--- config.mk ---
export PLATFORM = sky130hd
export DESIGN_NAME = servo_count_flat
export DESIGN_NICKNAME = d
export VERILOG_FILES = /design/src/rtl/servo_count_if.sv /design/src/rtl/servo_count.sv /design/src/flat_wrapper.sv
export SDC_FILE = /design/constraint.sdc
export NUM_CORES = 1
export LEC_CHECK = 0
export ABC_CLOCK_PERIOD_IN_PS = 5300
export BUFFER_PORTS_ARGS = -buffer_cell sky130_fd_sc_hd__buf_4
export CAP_MARGIN = 40
export CORE_UTILIZATION = 30
export DETAILED_ROUTE_END_ITERATION = 8
export PLACE_DENSITY = 0.52
export SLEW_MARGIN = 20
export SYNTH_ARGS = -nofsm -noshare
export SYNTH_HDL_FRONTEND = slang
export SYNTH_SLANG_ARGS = --single-unit
--- constraint.sdc ---
create_clock -name clk -period 5.3 [get_ports clk]
set_input_delay 0.795 -clock clk [delete_from_list [all_inputs] [get_ports clk]]
set_output_delay 0.795 -clock clk [all_outputs]
set_load 0.1 [all_outputs]
--- src/rtl/servo_count_if.sv ---
// Servo capture bus: two pulse inputs, scan request and serial result output.
interface servo_count_if;
  logic in0;
  logic in1;
  logic scan_en;
  logic scan_out;

  modport master (output in0, output in1, output scan_en, input scan_out);
  modport slave  (input in0, input in1, input scan_en, output scan_out);
endinterface

--- src/rtl/servo_count.sv ---
// Two-channel servo pulse-width counter with a 28-bit serial scan-out of the latest results.
// Macro SERVOCOUNT_SYNC_EN enables the 2-flop input synchronizers; undefined, inputs feed edge detect directly.
module servo_count (
  input  logic          clk,
  input  logic          rst_n,
  servo_count_if.slave  bus
);
  localparam int unsigned CNT_W   = 14;
  localparam int unsigned FRAME_W = 2 * CNT_W;
  localparam logic [CNT_W-1:0] CNT_MAX = '1;

  logic [1:0]            pin;
  logic [1:0]            lvl;
  logic [1:0]            lvl_d;
  logic [1:0]            fall;
  logic [1:0][CNT_W-1:0] cnt;
  logic [1:0][CNT_W-1:0] res;
  logic                  scan_en_d;
  logic [FRAME_W-1:0]    scan_sr;

  assign pin = {bus.in1, bus.in0};

`ifdef SERVOCOUNT_SYNC_EN
  logic [1:0] sync1;
  logic [1:0] sync2;

  // Metastability guard for the asynchronous servo inputs
  always_ff @(posedge clk or negedge rst_n) begin
    if (!rst_n) begin
      sync1 <= '0;
      sync2 <= '0;
    end else begin
      sync1 <= pin;
      sync2 <= sync1;
    end
  end

  assign lvl = sync2;
`else
  assign lvl = pin;
`endif

  always_ff @(posedge clk or negedge rst_n) begin
    if (!rst_n) lvl_d <= '0;
    else        lvl_d <= lvl;
  end

  assign fall = lvl_d & ~lvl;

  // Width counters; a falling edge latches the count and restarts from zero
  always_ff @(posedge clk or negedge rst_n) begin
    if (!rst_n) begin
      cnt <= '0;
      res <= '0;
    end else begin
      for (int i = 0; i < 2; i++) begin
        if (fall[i]) begin
          res[i] <= cnt[i];
          cnt[i] <= '0;
        end else if (lvl[i] && (cnt[i] != CNT_MAX)) begin
          cnt[i] <= cnt[i] + CNT_W'(1);
        end
      end
    end
  end

  // Snapshot on scan_en rise, shift while held, clear when dropped
  always_ff @(posedge clk or negedge rst_n) begin
    if (!rst_n) begin
      scan_en_d <= 1'b0;
      scan_sr   <= '0;
    end else begin
      scan_en_d <= bus.scan_en;
      if (!bus.scan_en)
        scan_sr <= '0;
      else if (!scan_en_d)
        scan_sr <= {res[0], res[1]};
      else
        scan_sr <= {scan_sr[FRAME_W-2:0], 1'b0};
    end
  end

  assign bus.scan_out = scan_sr[FRAME_W-1];
endmodule

--- src/flat_wrapper.sv ---
// flat-port wrapper written by rule: the top's interface ports become plain ports
module servo_count_flat 
  (clk, rst_n, bus_in0, bus_in1, bus_scan_en, bus_scan_out);
  servo_count_if bus_i ();
  input  logic clk;
  input  logic rst_n;
  input wire logic [$bits(bus_i.in0)-1:0] bus_in0;
  input wire logic [$bits(bus_i.in1)-1:0] bus_in1;
  input wire logic [$bits(bus_i.scan_en)-1:0] bus_scan_en;
  output wire logic [$bits(bus_i.scan_out)-1:0] bus_scan_out;
  assign bus_i.in0 = bus_in0;
  assign bus_i.in1 = bus_in1;
  assign bus_i.scan_en = bus_scan_en;
  assign bus_scan_out = bus_i.scan_out;
  servo_count u_core (.clk(clk), .rst_n(rst_n), .bus(bus_i));
endmodule
After elaboration in Yosys (flattened, before gate mapping)
Index checks and enable logic that the tools add are counted.
{"block": "totals", "word_cells": 23, "inputBits": 5, "ff_bits": 87}
{"block": "classes", "eq_ne": 2, "reduce_logical": 4, "mux": 6, "add_sub_neg": 2, "bitwise": 2}
{"op": "2-to-1 mux 14 bit", "n": 4}
{"op": "2-to-1 mux 28 bit", "n": 2}
{"op": "adder 14 x 1 -> 14 bit, second input constant", "n": 2}
{"op": "!= test 14 bit, second input constant", "n": 2}
{"op": "nonzero test 2 bit", "n": 2}
{"op": "bitwise AND 2 bit", "n": 1}
{"op": "logical AND 1 bit", "n": 2}
{"op": "inverter 2 bit", "n": 1}

Longest topological paths before layout
Gate-level depths: netlist of the first run.
{"block": "logic_depth", "ltp_word": 4, "depth_mapped": 6, "depth_no_buf": 5}

Worst setup path after synthesis of the first run
OpenSTA, ideal clock, no wires.
{"block": "synth_timing", "path_kind": "input -> register", "from": "in bus_in1", "to": "reg u_core.cnt[21] (netlist name)", "setup_slack_ns": 3.381, "n_path_buf": 1, "t_arrival_ns": 1.841, "stages": 4, "setup_ns": 0.078, "path_cell_list": "buf_2 > o41ai_4 > or4_2 > a21oi_1"}
{"block": "synth_via", "elab_chain_len": 3}
{"element": "from (decl)", "line_no": "flat_wrapper.sv:8", "rtl": "input wire logic [$bits(bus_i.in1)-1:0] bus_in1;"}
{"element": "inverter 2 bit", "line_no": "servo_count.sv:48", "rtl": "assign fall = lvl_d & ~lvl;"}
{"element": "bitwise AND 2 bit", "line_no": "servo_count.sv:48"}
{"element": "2-to-1 mux 14 bit or nonzero test 2 bit (tied branches)"}
{"element": "to (signal, indexed assignment)", "line_no": "servo_count.sv:61", "rtl": "cnt[i] <= cnt[i] + CNT_W'(1);"}
{"element": "to (decl)", "line_no": "servo_count.sv:16", "rtl": "logic [1:0][CNT_W-1:0] cnt;"}
Parallel ways exist; a longest one is shown, timed or not.
A chain may end at the register's enable or synchronous reset.

Final worst setup path of the first run
{"block": "layout_timing", "from": "reg u_core.cnt[14] (netlist name)", "to": "reg u_core.cnt[23] (netlist name)"}
{"block": "layout_via", "elab_chain_len": 3}
{"element": "adder 14 x 1 -> 14 bit or != test 14 bit (tied branches)", "line_no": "servo_count.sv:61, servo_count.sv:60"}
{"element": "2-to-1 mux 14 bit or logical AND 1 bit (tied branches)", "line_no": "servo_count.sv:60", "rtl": "end else if (lvl[i] && (cnt[i] != CNT_MAX)) begin"}
{"element": "2-to-1 mux 14 bit or nonzero test 2 bit (tied branches)"}
Parallel ways exist; a longest one is shown, timed or not. The select of a mux whose other input is x is not followed.

==> flow_metrics.tcl, run 1 <==
set metrics [dict create \
    grt_pass1_wl_mm 12.68 \
    status "finished clean" \
    critical_path_class "reg2reg" \
    drcViolationCount 0 \
    yosysSeqAreaShare_pct 55.34 \
    rr_worst_depth 5 \
    grt_usage_pct 12.02 \
    rsz0062_at_grt "false" \
    max_stage_delay_ps 690 \
    hold_viol 0 \
    layoutNonFillerInstCount 561 \
    synthArstFlopShare_pct 100.0 \
    syn_inst 383 \
    areaGrowthSynthToFinish_pct 13.61 \
    first_global_vias 2484 \
    netlist_area_mm2 0.003934 \
    startpoint_type "flop" \
    first_pass_iters 4 \
    ir_drop_v 0.0001716 \
    critPathLaunch "u_core.cnt[14]" \
    internal_power_mw 1.166 \
    p_total_mw 1.519 \
    clockBufferDepth 2 \
    seqPwrFrac_pct 48.3 \
    crit_required_ps 5510 \
    max_freq_mhz 479.2 \
    dr.max_layer_used "met4" \
    drive_above_1_share_pct 8.740 \
    syn-num-nets 390 \
    place_congestion 0.7658 \
    die-area_mm2 0.01357 \
    core_area_mm2 0.01272 \
    rows 41 \
    avgSynthCellArea_um2 10.27 \
    ys_seq_elements 87 \
    wl_per_cell_um 13.11 \
    io_pins 6 \
    clock_tree.root_cell "clkbuf_16" \
    worst_slew_pin_slew_ps 822.3 \
    placed_cells 543 \
    wl_met1_mm 3.933 \
    portBuffers 5 \
    power_density_mw_per_mm2 339.8 \
    slowest_stage "o41ai_4" \
    cp_data_arrival_time_ps 2300 \
    grt_overflow_total 0 \
    n_antenna_cell 0 \
    r2r-end "u_core.cnt[23]" \
    clkTransAtPathRegs_ps 60 \
    crit_fanout 10 \
    setup_violations 0 \
    vias_per_cell 4.722 \
    grt_max_degree 57 \
    p_leak_nw 2.112 \
    comb_power_share_pct 7.2 \
    rrSetupSlack_ps 3210 \
    postRouteAntennaNets 0 \
    rr_startpoint "u_core.cnt[14]" \
    die_h_um 116.5 \
    crit_chain "ha_1, nand4_4, o41ai_4, nor4_1, a221o_1" \
    fin_hold_ws_ps 405.2 \
    slew_violations 0 \
    first_iter_violations 146 \
    num-fill-cells 1306 \
    vias 2649 \
    ys.flop_type "dfrtp_1" \
    period_share_pct 39.37 \
    cts_tree "built" \
    post_cts.repair.setup_buffers 0 \
    switching_share_pct 23.24 \
    antenna_found_initial 0 \
    fin_crit_ps 2087 \
    max_cap_violations 0 \
    clkLatencyLatePin_ps 330 \
    cp-end-kind "flop" \
    final_net_count 391 \
    finalClockSkew_ps 8.071 \
    hp-class "in2async" \
    p_clk_share_pct 44.5 \
    switchingPower_mw 0.3530 \
    ys_types 52 \
    met3_length_um 174 \
    cts_sinks 87 \
    wirelength_mm 7.354 \
    maxSlewHeadroom_pct 44.98 \
    wl_met2_mm 3.191 \
    synth_edf_count 0 \
    start_util_pct 30.92 \
    dp_hpwl_mm 4.761 \
    cts_hold_buf 0 \
    cts_made_buffers 9 \
    die_x_um 116.5 \
    ys.warnings.count 0 \
    setup_tns_ps 0 \
    htree_levels 3 \
    post_cts_resized 0 \
]
## cell usage in the layout (no fill, tap or decap), types with 2 or more instances in the layout
master / synthesis / layout
dfrtp_1: 87 / 87
nand3_1: 14 / 14
o41ai_4: 2 / 2
xnor2_1: 2 / 2
a21oi_1: 7 / 7
o21a_1: 2 / 2
and4_1: 4 / 4
a31oi_1: 11 / 11
a22o_1: 2 / 2
clkbuf_16: 0 / 9
nor2b_1: 27 / 27
a41oi_1: 2 / 2
mux2i_1: 30 / 30
bufinv_16: 0 / 2
nor4_1: 2 / 2
nand2_1: 93 / 93
nor2_1: 13 / 13
a21o_1: 2 / 2
buf_4: 2 / 7
o21ai_0: 10 / 10
ha_1: 2 / 2
nand4_1: 6 / 6
nor3_1: 7 / 7
inv_1: 8 / 8
o211ai_1: 3 / 3
o31ai_1: 4 / 4
## power groups by stage
stage	sequential, mW	clock, mW	combinational, mW
floorplan	0.733	0	0.0803
global placement	0.744	0	0.105
detailed placement	0.746	0	0.110
CTS	0.733	0.697	0.111
global route	0.739	0.723	0.127
finish	0.734	0.676	0.109
## final cells by class
class                           instances  area [um2]  share of cell area (%)
Timing Repair Buffer                    9       91.34                   2.044
Sequential cell                        87        2177                   48.71
Multi-Input combinational cell        269        1632                   36.51
Clock inverter                          5       81.33                   1.820
Clock buffer                           11       242.7                   5.431
Tap cell                              172       215.2                   4.815
Inverter                                8       30.03                  0.6719
## synth_stat cells, drive strengths merged, types with 3 or more instances
cell type	n	share of area (%)
nor2	13	1.2
nor3	7	0.89
nand2	94	9.0
and4	4	0.89
nand3	15	2.0
o31ai	4	0.76
o211ai	3	0.57
clkbuf	10	0.99
a21oi	7	0.89
nand4	7	1.5
mux2i	30	7.6
dfrtp	87	55
inv	8	0.76
a21o	3	0.60
buf	9	1.4
a31oi	11	1.7
nor2b	27	4.3
o21ai	11	1.4
## critical path: cells and delay by family (launching register included)
| kind | cells | cell delay, ps |
|---|---|---|
| AO/OA/AOI/OAI | 2 | 970 |
| AND/OR/NAND/NOR | 2 | 280 |
| adder cells (fa/ha/maj) | 1 | 300 |
| flip-flops | 1 | 430 |
## sequential cells by signal (all words and copies together), names as in the netlist
signal and count:
u_core.scan_en_d 1, u_core.cnt 28, u_core.scan_sr 28, u_core.res 28, u_core.lvl_d 2
## per-layer routing
layer / up-vias / GRT usage, %
met5: - / 0
met4: 0 / 5.385
met3: 4 / 2.076
met2: 24 / 16.57
met1: 1286 / 18.18
li1: 1335 / -
## metrics by stage
stage | area (um2) | setup WS (ps) | util (%)
global placement | 4099 | 3024 | 32.22
global route | 4469 | 3030 | 35.13
CTS | 4451 | 3211 | 34.98
floorplan | 3934 | 3381 | -
detailed placement | 4126 | 3000 | 32.44
finish | 4469 | 3213 | 35.13
## worst max-delay path by stage
stage | to | slack (ps) | cells past startpoint
after floorplan | u_core.cnt[21] | 3380 | 4
after global placement | u_core.cnt[23] | 3020 | 4
after detailed placement | u_core.cnt[23] | 3000 | 4
after CTS | u_core.cnt[23] | 3210 | 5
after global routing | u_core.cnt[11] | 3030 | 5
final | u_core.cnt[23] | 3210 | 5
## logic make-up after synthesis
kind of cell | after synthesis | synth area share [%]
buffers and inverters | 27 | 3.180
DFF | 87 | 55.34
xor gates and xnor gates | 3 | 0.6681
AOI/OAI and AO/OA | 55 | 10.43
muxes | 30 | 7.634
and+or+nand+nor | 179 | 22.11
adders and majority gates | 2 | 0.6360
(Power assumes the default switching activity.)
==> run 2: changes to the inputs <==
--- a/config.mk
+++ b/config.mk
@@ -5,12 +5,12 @@
 export SDC_FILE = /design/constraint.sdc
 export NUM_CORES = 1
 export LEC_CHECK = 0
-export ABC_CLOCK_PERIOD_IN_PS = 5300
+export ABC_CLOCK_PERIOD_IN_PS = 1800
 export BUFFER_PORTS_ARGS = -buffer_cell sky130_fd_sc_hd__buf_4
 export CAP_MARGIN = 40
 export CORE_UTILIZATION = 30
 export DETAILED_ROUTE_END_ITERATION = 8
-export PLACE_DENSITY = 0.52
+export PLACE_DENSITY = 0.54
 export SLEW_MARGIN = 20
 export SYNTH_ARGS = -nofsm -noshare
 export SYNTH_HDL_FRONTEND = slang
==> constraint.sdc (replaced) <==
create_clock -name clk -period 1.8 [get_ports clk]
set_input_delay 0.27 -clock clk [delete_from_list [all_inputs] [get_ports clk]]
set_output_delay 0.27 -clock clk [all_outputs]
set_load 0.1 [all_outputs]
==> run 2 against run 1 <==
  * Combinational power increased to 3.9 times the previous value
  * Sequential power grew to 2.9 times the previous value
  * Die area is the same
  * Cell count rose by 4.8%
  * Clock skew fell by 2.6 ps
  * Count of clock-buffer cells in the layout increased by 1
  * Critical path depth rose by 1
  * Largest cell class unchanged
  * Highest routed layer unchanged
==> flow_metrics.tcl, run 2 (synthesized netlist as in run 1, its figures left out) <==
set metrics [dict create \
    status "finished clean" \
    finalClockSkew_ps 5.462 \
    startpoint_type "flop" \
    ir_drop_v 0.0004150 \
    setup_tns_ps 0 \
    vias 2800 \
    slew_violations 0 \
    worst_slew_pin_slew_ps 805.4 \
    clock_tree.root_cell "clkbuf_16" \
    p_leak_nw 2.240 \
    first_iter_violations 144 \
    crit_fanout 7 \
    max_freq_mhz 578.4 \
    cp_data_arrival_time_ps 1940 \
    htree_levels 3 \
    hold_viol 0 \
    switching_share_pct 23.39 \
    power_density_mw_per_mm2 941.3 \
    final_common_cell "nand2_1" \
    antenna_found_initial 0 \
    clkTransAtPathRegs_ps 60 \
    comb_power_share_pct 9.7 \
    first_global_vias 2920 \
    rows 41 \
    maxSlewHeadroom_pct 46.11 \
    areaGrowthSynthToFinish_pct 19.08 \
    vias_per_cell 4.762 \
    fin_crit_ps 1729 \
    final_cell_mix "nand2_1 (93), dfrtp_1 (85), buf_4 (33)" \
    drcViolationCount 0 \
    postRouteAntennaNets 0 \
    n_antenna_cell 0 \
    fin_area_mm2 0.004684 \
    final_net_count 419 \
    first_pass_iters 4 \
    p_clk_share_pct 42.0 \
    seqPwrFrac_pct 48.3 \
    clkLatencyLatePin_ps 330 \
    crit_chain "ha_2, nand4_4, o41a_1, buf_4, a21oi_1, a31oi_1" \
    fin_hold_ws_ps 137.6 \
    max_cap_violations 0 \
    hp-class "in2reg" \
    critPathLaunch "u_core.cnt[14]" \
    period_share_pct 96.05 \
    crit_required_ps 2020 \
    internal_power_mw 3.378 \
    wl_per_cell_um 13.24 \
    clockBufferDepth 2 \
    grt_max_degree 37 \
    top_regs "u_core.cnt: 28 flops, u_core.res: 28 flops, u_core.scan_sr: 28 flops" \
    setup_violations 0 \
    rsz0062_at_grt "true" \
    cts_sinks 87 \
    slowest_stage "o41a_1" \
    drive_above_1_share_pct 15.87 \
    rr_startpoint "u_core.cnt[14]" \
    cts_made_buffers 9 \
    max_stage_delay_ps 550 \
    wirelength_mm 7.787 \
    core_area_mm2 0.01272 \
    grt_pass1_wl_mm 13.83 \
    portBuffers 5 \
    hp-start "bus_in1" \
    start_util_pct 30.92 \
    die_x_um 116.5 \
    switchingPower_mw 1.031 \
    grt_usage_pct 13.01 \
    grt_overflow_total 0 \
    die-area_mm2 0.01357 \
    place_area_mm2 0.004347 \
    dp_hpwl_mm 5.228 \
    die_h_um 116.5 \
    place_congestion 0.8348 \
    io_pins 6 \
    cp-end-kind "flop" \
    cts_tree "built" \
    critical_path_class "reg2reg" \
    p_total_mw 4.409 \
]
run 2: cell types whose count changed in the layout (fill, tap and decap cells not counted), sizes merged:
| cell | change |
|---|---|
| buf | +27 |
| bufinv | -1 |
| clkbuf | +1 |
| clkinv | -1 |
| dlygate4sd3 | +1 |
run 2: stage by stage:
step	std cells	worst slack, ps	util (%)
2_1_floorplan	383	25.62	-
3_3_place_gp	570	59.89	34.17
3_5_place_dp	570	9.637	34.17
4_1_cts	586	19.58	36.60
5_1_grt	588	-11.02	36.82
6_report	588	71.16	36.82
run 2: power by group through the flow:
stage          Clock [mW]  Sequential, mW  Combinational [mW]
6_report             1.85            2.13               0.428
5_1_grt              1.97            2.15               0.484
4_1_cts              1.92            2.13               0.430
3_5_place_dp            0            2.17               0.426
3_3_place_gp            0            2.16               0.418
2_1_floorplan           0            2.16               0.236
run 2: what timing repair did:
| item | 4_1_cts | 5_1_grt |
|---|---|---|
| setup buffers | 0 | 2 |
| pin swaps | 1 | 4 |
| hold buffers | 1 | 0 |
| endpoints found under the setup margin | 1 | 4 |
| resized for setup | 0 | 6 |
| hold endpoints to repair | 34 | 0 |
run 2: worst max-delay path: cells and delay by family, from the launching register on:
family	cells	cell delay [ps]
AO/OA/AOI/OAI	3	710
flip-flops	1	360
adder cells (fa/ha/maj)	1	210
buffers and inverters	1	190
AND/OR/NAND/NOR	1	140
run 2: per-layer routing:
metal / GRT usage (%) / wire (um) / vias up
li1: - / - / 1382
met1: 17.21 / 3867 / 1386
met2: 21.26 / 3685 / 23
met3: 1.557 / 99 / 9
met4: 6.154 / 133 / 0
met5: 0 / 0 / -
run 2: path summary, 6_finish.rpt:
| path | to | slack (ps) | depth (start not counted) |
|---|---|---|---|
| max | u_core.cnt[19] | 70 | 6 |
| min | u_core.lvl_d[1] | 140 | 1 |
| max reg2reg | u_core.cnt[19] | 70 | 6 |
| min reg2reg | u_core.res[23] | 470 | 2 |
| max in group asynchronous | u_core.scan_sr[25] | 800 | 3 |
| min in group asynchronous | u_core.cnt[14] | 440 | 2 |
run 2: final cells by class:
| cell class | instances | area (um2) |
|---|---|---|
| clock buffer | 12 | 256.5 |
| tap | 172 | 215.2 |
| clock inverter | 3 | 42.54 |
| fill | 1308 | 8038 |
| timing repair buffer | 37 | 317.8 |
| multi-input combinational | 269 | 1643 |
| sequential | 87 | 2180 |
| inverter | 8 | 30.03 |
==> run 3: changes to the inputs <==
--- a/config.mk
+++ b/config.mk
@@ -10,6 +10,8 @@
 export CAP_MARGIN = 40
 export CORE_UTILIZATION = 30
 export DETAILED_ROUTE_END_ITERATION = 8
+export GPL_ROUTABILITY_DRIVEN = 1
+export MAX_ROUTING_LAYER = met4
 export PLACE_DENSITY = 0.54
 export SLEW_MARGIN = 20
 export SYNTH_ARGS = -nofsm -noshare
==> run 3 against run 2 <==
  * Global-route usage rose by 0.41 points
  * Wire length is 0.31% higher
  * Die area unchanged
  * Utilization unchanged
  * Critical path depth stayed put
  * Sequential share of layout area did not move
  * Cell count is the same
  * Worst setup slack about the same
  * Worst hold slack got worse by 1.8 ps
  * First-iteration DRC count is 12% higher
  * Clock power hardly changed
  * Flip-flop and latch count stayed put
==> flow_metrics.tcl, run 3 (synthesized netlist as in run 1, its figures left out) <==
set metrics [dict create \
    final_net_count 419 \
    maxSlewHeadroom_pct 46.29 \
    setup_tns_ps 0 \
    slowest_stage "o41a_1" \
    critical_path_class "reg2reg" \
    power_density_mw_per_mm2 942.2 \
    fin_ws_ps 71.18 \
    p_leak_nw 2.240 \
    cts_sinks 87 \
    p_total_mw 4.414 \
    crit_chain "ha_2, nand4_4, o41a_1, buf_4, a21oi_1, a31oi_1" \
    cts_tree "built" \
    final_cell_mix "nand2_1 (93), dfrtp_1 (85), buf_4 (33)" \
    place_ws_ps 9.637 \
    vias_per_cell 4.762 \
    die-area_mm2 0.01357 \
    hp-class "in2reg" \
    startpoint_type "flop" \
    max_cap_violations 0 \
    rsz0062_at_grt "true" \
    grt_pass1_wl_mm 13.83 \
    crit_fanout 7 \
    portBuffers 5 \
    rr_startpoint "u_core.cnt[14]" \
    seqPwrFrac_pct 48.3 \
    antenna_found_initial 0 \
    fin_hold_ws_ps 135.8 \
    areaGrowthSynthToFinish_pct 19.08 \
    htree_levels 3 \
    clkTransAtPathRegs_ps 60 \
    first_global_vias 2916 \
    grt_usage_pct 13.42 \
    start_util_pct 30.92 \
    drcViolationCount 0 \
    cp-end-kind "flop" \
    setup_violations 0 \
    p_clk_share_pct 42.0 \
    clkLatencyLatePin_ps 330 \
    slew_violations 0 \
    switchingPower_mw 1.036 \
    grt_max_degree 37 \
    core_area_mm2 0.01272 \
    hp-start "bus_in1" \
    status "finished clean" \
    critPathLaunch "u_core.cnt[14]" \
    fin_crit_ps 1729 \
    internal_power_mw 3.378 \
    wl_per_cell_um 13.28 \
    cts_made_buffers 9 \
    comb_power_share_pct 9.7 \
    ir_drop_v 0.0004156 \
    first_iter_violations 161 \
    final_common_cell "nand2_1" \
    grt_overflow_total 0 \
    drive_above_1_share_pct 15.87 \
    postRouteAntennaNets 0 \
    io_pins 6 \
    period_share_pct 96.05 \
    vias 2800 \
    clock_tree.root_cell "clkbuf_16" \
    n_antenna_cell 0 \
    top_regs "u_core.cnt: 28 flops, u_core.res: 28 flops, u_core.scan_sr: 28 flops" \
    first_pass_iters 4 \
    wirelength_mm 7.811 \
    dp_hpwl_mm 5.228 \
    switching_share_pct 23.46 \
    max_stage_delay_ps 550 \
    hold_viol 0 \
    rows 41 \
    num-fill-cells 1308 \
    finalClockSkew_ps 5.645 \
    max_freq_mhz 578.4 \
    crit_required_ps 2020 \
    worst_slew_pin_slew_ps 802.7 \
    die_h_um 116.5 \
    clockBufferDepth 2 \
    die_x_um 116.5 \
    cp_data_arrival_time_ps 1940 \
    final_util_pct 36.82 \
    place_congestion 0.8476 \
]
-- run 3: cell counts in the layout (fill, tap and decap cells not counted) --
No cell type changed its count.
-- run 3: what timing repair did --
| item | 4_1_cts | 5_1_grt |
|---|---|---|
| endpoints found under the hold margin | 34 | 0 |
| gates cloned | 0 | 0 |
| pin swaps | 1 | 4 |
| resized for setup | 0 | 6 |
| setup endpoints to repair | 1 | 4 |
| hold buffers | 1 | 0 |
| setup buffers | 0 | 2 |
-- run 3: power groups by stage --
stage               Clock (mW)  Combinational (mW)  Sequential [mW]
detailed placement           0               0.426             2.17
floorplan                    0               0.236             2.16
global placement             0               0.418             2.16
finish                    1.86               0.428             2.13
CTS                       1.92               0.430             2.13
global route              1.98               0.485             2.15
-- run 3: area by class of cell --
class,instances,area (um2),share of cell area (%)
clock buffer,12,256.5,5.475
clock inverter,3,42.54,0.9081
inverter,8,30.03,0.6410
multi-input combinational,269,1643,35.07
sequential,87,2180,46.53
tap,172,215.2,4.594
timing repair buffer,37,317.8,6.784
-- run 3: worst paths after layout --
path	to	slack, ps	depth (start not counted)
hold reg to reg	u_core.res[23]	470	2
hold / removal	u_core.lvl_d[1]	140	1
setup / recovery	u_core.cnt[19]	70	6
max in group asynchronous	u_core.scan_sr[25]	800	3
setup reg to reg	u_core.cnt[19]	70	6
min in group asynchronous	u_core.cnt[14]	440	2
-- run 3: metal layers --
metal | wire length (um) | share of wire, % | GRT usage [%]
met1 | 3886 | 50 | 17.21
met2 | 3674 | 47 | 21.26
met3 | 104 | 1.3 | 1.557
met4 | 144 | 1.8 | 6.154
met5 | 0 | 0 | -
-- run 3: through the flow --
stage / std cells / area, um2
final: 588 / 4684
after CTS: 586 / 4656
after detailed placement: 570 / 4347
after global routing: 588 / 4684
after floorplan: 383 / 3934
after global placement: 570 / 4347
-- run 3: critical path, delay by kind of cell (launching register included) --
kind,cells,cell delay [ps]
flip-flops,1,360
AO/OA/AOI/OAI,3,710
buffers and inverters,1,190
adder cells (fa/ha/maj),1,210
AND/OR/NAND/NOR,1,140
